**config.mk**
```make
export PLATFORM = sky130hd
export DESIGN_NAME = decode_12
export DESIGN_NICKNAME = d
export VERILOG_FILES = /design/src/rtl/decode_12.sv
export SDC_FILE = /design/constraint.sdc
export NUM_CORES = 1
export LEC_CHECK = 0
export CORE_AREA = 2 2 85 87
export DETAILED_ROUTE_END_ITERATION = 8
export DIE_AREA = 0 0 87 89
export PLACE_DENSITY = 0.79
export SYNTH_ARGS = -nofsm -noshare
export SYNTH_HDL_FRONTEND = slang
export SYNTH_SLANG_ARGS = --single-unit
```
**constraint.sdc**
```tcl
create_clock -name clk -period 2.25 [get_ports clk]
set_input_delay 0.45 -clock clk [delete_from_list [all_inputs] [get_ports clk]]
set_output_delay 0.45 -clock clk [all_outputs]
set_load 0.005 [all_outputs]
```
**src/rtl/decode_12.sv**
```systemverilog
// ============================================================================
// decode_12 : ByteDecode12 unpacker, 3 bytes in -> two 12-bit coefficients out
// Revision  : 1.0
// ============================================================================
`default_nettype none

module decode_12 (
  input  logic        clk,
  input  logic        reset,
  input  logic        set,
  input  logic        readin,
  input  logic [7:0]  din,
  input  logic [15:0] in_index,
  output logic [15:0] dout_1,
  output logic [15:0] dout_2,
  output logic [15:0] out_index
);

  typedef enum logic [1:0] {
    PH_B0 = 2'd0,
    PH_B1 = 2'd1,
    PH_B2 = 2'd2
  } phase_t;

  phase_t      phase_q, phase_d;
  logic [7:0]  b0_q, b0_d;
  logic [7:0]  b1_q, b1_d;
  logic [15:0] pair_q, pair_d;
  logic [15:0] dout1_q, dout1_d;
  logic [15:0] dout2_q, dout2_d;
  logic [15:0] oidx_q, oidx_d;

  logic        w_accept;
  logic        w_resync;
  phase_t      w_phase;
  logic [15:0] w_pair;

  assign w_accept = set && readin;
  // A byte tagged as stream index 0 always restarts the pair and the pair count.
  assign w_resync = (in_index == 16'd0);
  assign w_phase  = w_resync ? PH_B0 : phase_q;
  assign w_pair   = w_resync ? 16'd0 : pair_q;

  always_comb begin
    phase_d = phase_q;
    b0_d    = b0_q;
    b1_d    = b1_q;
    pair_d  = pair_q;
    dout1_d = dout1_q;
    dout2_d = dout2_q;
    oidx_d  = oidx_q;
    if (w_accept) begin
      pair_d = w_pair;
      case (w_phase)
        PH_B0: begin
          b0_d    = din;
          phase_d = PH_B1;
        end
        PH_B1: begin
          b1_d    = din;
          phase_d = PH_B2;
        end
        PH_B2: begin
          dout1_d = {4'h0, b1_q[3:0], b0_q};
          dout2_d = {4'h0, din, b1_q[7:4]};
          oidx_d  = w_pair;
          pair_d  = w_pair + 16'd1;
          phase_d = PH_B0;
        end
        default: begin
          b0_d    = din;
          phase_d = PH_B1;
        end
      endcase
    end
  end

  always_ff @(posedge clk or negedge reset) begin
    if (!reset) begin
      phase_q <= PH_B0;
      b0_q    <= 8'd0;
      b1_q    <= 8'd0;
      pair_q  <= 16'd0;
      dout1_q <= 16'd0;
      dout2_q <= 16'd0;
      oidx_q  <= 16'd0;
    end else begin
      phase_q <= phase_d;
      b0_q    <= b0_d;
      b1_q    <= b1_d;
      pair_q  <= pair_d;
      dout1_q <= dout1_d;
      dout2_q <= dout2_d;
      oidx_q  <= oidx_d;
    end
  end

  assign dout_1    = dout1_q;
  assign dout_2    = dout2_q;
  assign out_index = oidx_q;

endmodule

`default_nettype wire

```
# == After elaboration in Yosys (flattened, before gate mapping) ==
# Index checks and enable logic that the tools add are counted.
# word_totals
ff_bits,74
inputBits,28
output_inout_bits,48
# classes
addsub,1
eq_ne,2
muxes,4
bitwise_logic,1
n_reduce_logical,6
# op_table
cell,n
16-bit two-way mux,2
"16-bit by 1-bit adder with 16-bit output, second input constant",1
16-bit logical NOT,1
2-bit AND reduction,3
2-bit one-hot mux with 2 select lines,1
"2-bit by 1-bit equality test with 1-bit output, second input constant",1
"2-bit equality test, second input constant",1
2-bit two-way mux,1
2-bit OR reduction,1
1-bit logical AND,1
1-bit inverter,1

# == Logic depth before layout (Yosys ltp) ==
# depth
word_depth,6
depth_mapped,13
mapped_depth_nobuf,9

# == Worst setup path before layout ==
# No wires, ideal clock.
# synth_timing
path_kind,input to register
from,input in_index[4]
to,register pair_q[15]
t_arrival_ps,2660
t_required_ps,2125
path_slack_ps,-534
path_stages,12
n_path_buf,4
path_cell_list,nor4_4 -> nand4_1 -> buf_2 -> buf_2 -> nand2_1 -> ha_1 -> buf_2 -> nand4_1 -> buf_2 -> nor4_1 -> o21ai_1 -> mux2_2
# synth_between
elab_chain_cells,4
elab_cells_between_ends,6
classes_between,1 x add/sub; 1 x eq/ne; 3 x mux; 1 x reduce/logical
# synth_rtl
item,line_no,source
from (decl),13,"input logic [15:0] in_index,"
16-bit logical NOT (*),40,assign w_resync = (in_index == 16'd0);
16-bit two-way mux or 2-bit two-way mux (tied branches),"42, 41",
16-bit by 1-bit adder with 16-bit output or 2-bit equality test (tied branches),"67, 54",
16-bit two-way mux (*),54,case (w_phase)
to (signal assigned),91,pair_q <= pair_d;
to (decl),28,"logic [15:0] pair_q, pair_d;"
# Mark *: on every way between the ends. The rest lies on a longest branch, timed or not.
# A chain may end at the register's enable or synchronous reset.

# == Final worst setup path ==
# layout_timing
from,input in_index[8]
to,register pair_q[14]
# layout_between
elab_chain_cells,4
elab_cells_between_ends,6
classes_between,1 x add/sub; 1 x eq/ne; 3 x mux; 1 x reduce/logical
# layout_rtl
item,line_no,source
16-bit logical NOT,40,
16-bit two-way mux,42,assign w_pair = w_resync ? 16'd0 : pair_q;
via w_pair[1],36,logic [15:0] w_pair;
16-bit by 1-bit adder with 16-bit output,67,pair_d = w_pair + 16'd1;
16-bit two-way mux,54,
# The timed path passes the listed nets, and every way through them passes these cells.

==> impl_metrics.json <==
{
  "cp_cell_sequence": "dlygate4sd2_1, nor4_4, nand4_1, buf_4, buf_4, and2_4, ha_4, nand4_4, nor4_2, and2_1, mux2_2",
  "critPathMostFrequentCell": "buf_4",
  "synth_top_area_frac": 0.5520,
  "crit_type": "primary input to flop",
  "cts_buffers": 9,
  "cp.depth": 11,
  "cp_num_buf_inv": 3,
  "ios": 76,
  "syn2layout_area_growth_pct": 40.06,
  "finalNonFillerCells": 462,
  "finalHoldViolations": 0,
  "grt_antenna_before_repair": 0,
  "critPathSlowestCell": "nor4_4",
  "synth.avg_cell_area_sq_um": 11.98,
  "wirelength_mm": 7.816,
  "cp.required_ps": 2490,
  "start_util": 0.4993,
  "grt_pass1_vias": 2729,
  "synthArstFlopShare": 1.000,
  "rows": 30,
  "crit_end": "pair_q[14]",
  "track_usage": 0.2160,
  "h-tree-depth": 3,
  "multi_input_area_sq_mm": 0.001504,
  "critPathCaptureType": "flop",
  "synthTopCellsByArea": "dfrtp_1 55%, mux2_2 15%, nand2_1 4.5%",
  "hold_buffers": 0,
  "antennaDiodeCount": 0,
  "grt_pass1_wl_mm": 12.83,
  "regToRegStartpoint": "pair_q[5]",
  "outcome": "complete, no violations",
  "power-per-cell-area_mw_per_mm2": 1014,
  "via_per_inst": 5.530,
  "dp_cells": 437,
  "yosysWarningCount": 0,
  "vias": 2555,
  "p_leak_nw": 2.123,
  "drv_cap": 0,
  "hold_slack_ps": 121.0,
  "synth_flop_cell": "dfrtp_1",
  "irDropWorstVdd_uv": 658.7,
  "grt_max_degree": 75,
  "max_stage_delay_ps": 300,
  "die_h_um": 89,
  "gp_congestion": 0.8240,
  "skew_ps": 11.28,
  "nets": 409,
  "post-route-period-util": 0.9755,
  "critical_path_arrival_ps": 2430,
  "fmax_mhz": 455.6,
  "crit_path_max_fanout": 5,
  "p_total_mw": 4.764,
  "period_needed_ps": 2195,
  "cts_sinks": 74,
  "synthesis.area_sq_mm": 0.003354,
  "overflow": 0,
  "clk_latency_ps": 350,
  "ys_seq_area_frac": 0.5520,
  "reg2reg_depth": 4,
  "synth_top_area_cell": "dfrtp_1",
  "die_x_um": 87,
  "synth_cells": 280,
  "rr_endpoint": "pair_q[13]",
  "slew_viol_final": 0,
  "worst_hold_path_type": "primary input to asynchronous set/reset pin",
  "clk_pin_slew_ps": 80,
  "clockBufferDepth": 2,
  "fillers": 483,
  "worst-r2r-setup-slack_ps": 500,
  "cts_tree": "done",
  "postRouteAntennaNets": 0,
  "drt_iter0_drc": 113,
  "dieArea_sq_mm": 0.007743,
  "path_delay_family": "simple AND/OR/NAND/NOR gates",
  "synth-seq-cells": 74,
  "wire_per_inst_um": 16.92,
  "first_pass_iters": 4,
  "synthTopCellsByCount": "74 x dfrtp_1, 45 x mux2_2, 40 x nand2_1",
  "finalSetupViolations": 0,
  "port_buffers": 67,
  "yosysMostFrequentCell": "dfrtp_1",
  "coreArea_sq_mm": 0.006719,
  "start_kind": "primary input",
  "startpoint": "in_index[8]",
  "dp_hpwl_mm": 5.269,
  "regArea_sq_mm": 0.001852,
  "synth-edff-count": 0,
  "drc_errors": 0,
  "drive_above_1_share": 0.3168,
  "cts-root-buf": "clkbuf_8",
  "synth.distinct_cells": 35
}
per-layer routing:
layer,global-route usage,routed length (um)
met1,0.2458,3116
met2,0.3845,4159
met3,0.06741,415
met4,0.07670,125
met5,0,0
final cells by class:
cell class	instances	area share
inverter	6	0.004794
tap	80	0.02130
timing repair buffer	102	0.2085
sequential	74	0.3941
clock buffer	9	0.02636
clock inverter	6	0.02477
multi-input combinational	185	0.3201
repair_timing:
item | in CTS | in global routing
endpoints found under the hold margin | 0 | 0
pin swaps | 8 | 7
gates cloned | 0 | 1
setup endpoints to repair | 35 | 44
resized for setup | 19 | 7
buffers inserted | 8 | 1
power by group:
group	switching [mW]	total (mW)	internal (mW)
sequential	0.246	2.02	1.77
combinational	0.520	1.52	1.00
clock	0.490	1.23	0.736
worst min path at each step:
stage             startpoint            end  slack [ps]
4_1_cts                reset        b0_q[4]         130
3_5_place_dp   out_index[12]  out_index[12]         470
6_report               reset   out_index[5]         120
3_3_place_gp   out_index[12]  out_index[12]         460
2_1_floorplan          reset        b0_q[0]         150
5_1_grt                reset   out_index[5]         140
state kept, by name (all words and copies together) (netlist names):
register	cells
b0_q	8
dout_2	12
phase_q	2
out_index	16
pair_q	16
dout_1	12
b1_q	8
cell usage in the layout, fill, tap and decap left out, types with 4 or more instances in the layout:
cell type	netlist	routed
dfrtp_1	74	74
clkdlybuf4s50_1	0	50
mux2_2	45	45
nand2_1	40	35
buf_4	9	29
dlygate4sd2_1	0	16
o21ai_1	12	15
clkbuf_8	0	9
conb_1	1	8
nor4_4	4	6
a22o_1	6	6
o21ai_0	9	6
nand4_1	5	5
inv_1	6	5
nor3_1	6	5
mux2i_1	4	4
nor2_1	4	4
buf_12	0	4
logic make-up after synthesis:
| family | after synthesis | synth area share |
|---|---|---|
| AND/OR/NAND/NOR | 84 | 0.1473 |
| multiplexers | 49 | 0.1630 |
| flip-flops | 74 | 0.5520 |
| adder cells (fa/ha/maj) | 3 | 0.01119 |
| other | 1 | 0.001118 |
| buffers and inverters | 28 | 0.04439 |
| AO/OA/AOI/OAI | 41 | 0.08094 |
worst register-to-register path: stages (launching register included):
cell and delay [ps]:
dfrtp_1 500, nand4_2 320, or4_4 590, nor4_2 140
o21bai_1 130
stage by stage:
| step | area, sq um | util | setup slack (ps) | setup TNS (ps) |
|---|---|---|---|---|
| after detailed placement | 4335 | 0.6453 | -511.5 | -24920 |
| final | 4698 | 0.6993 | 55.21 | 0 |
| after floorplan | 3488 | - | -367.1 | -11370 |
| after global routing | 4698 | 0.6993 | -3.494 | -4.870 |
| after global placement | 4335 | 0.6453 | -451.8 | -21550 |
| after CTS | 4631 | 0.6892 | 7.459 | 0 |
Note: power is estimated with default switching activity, not from simulation.
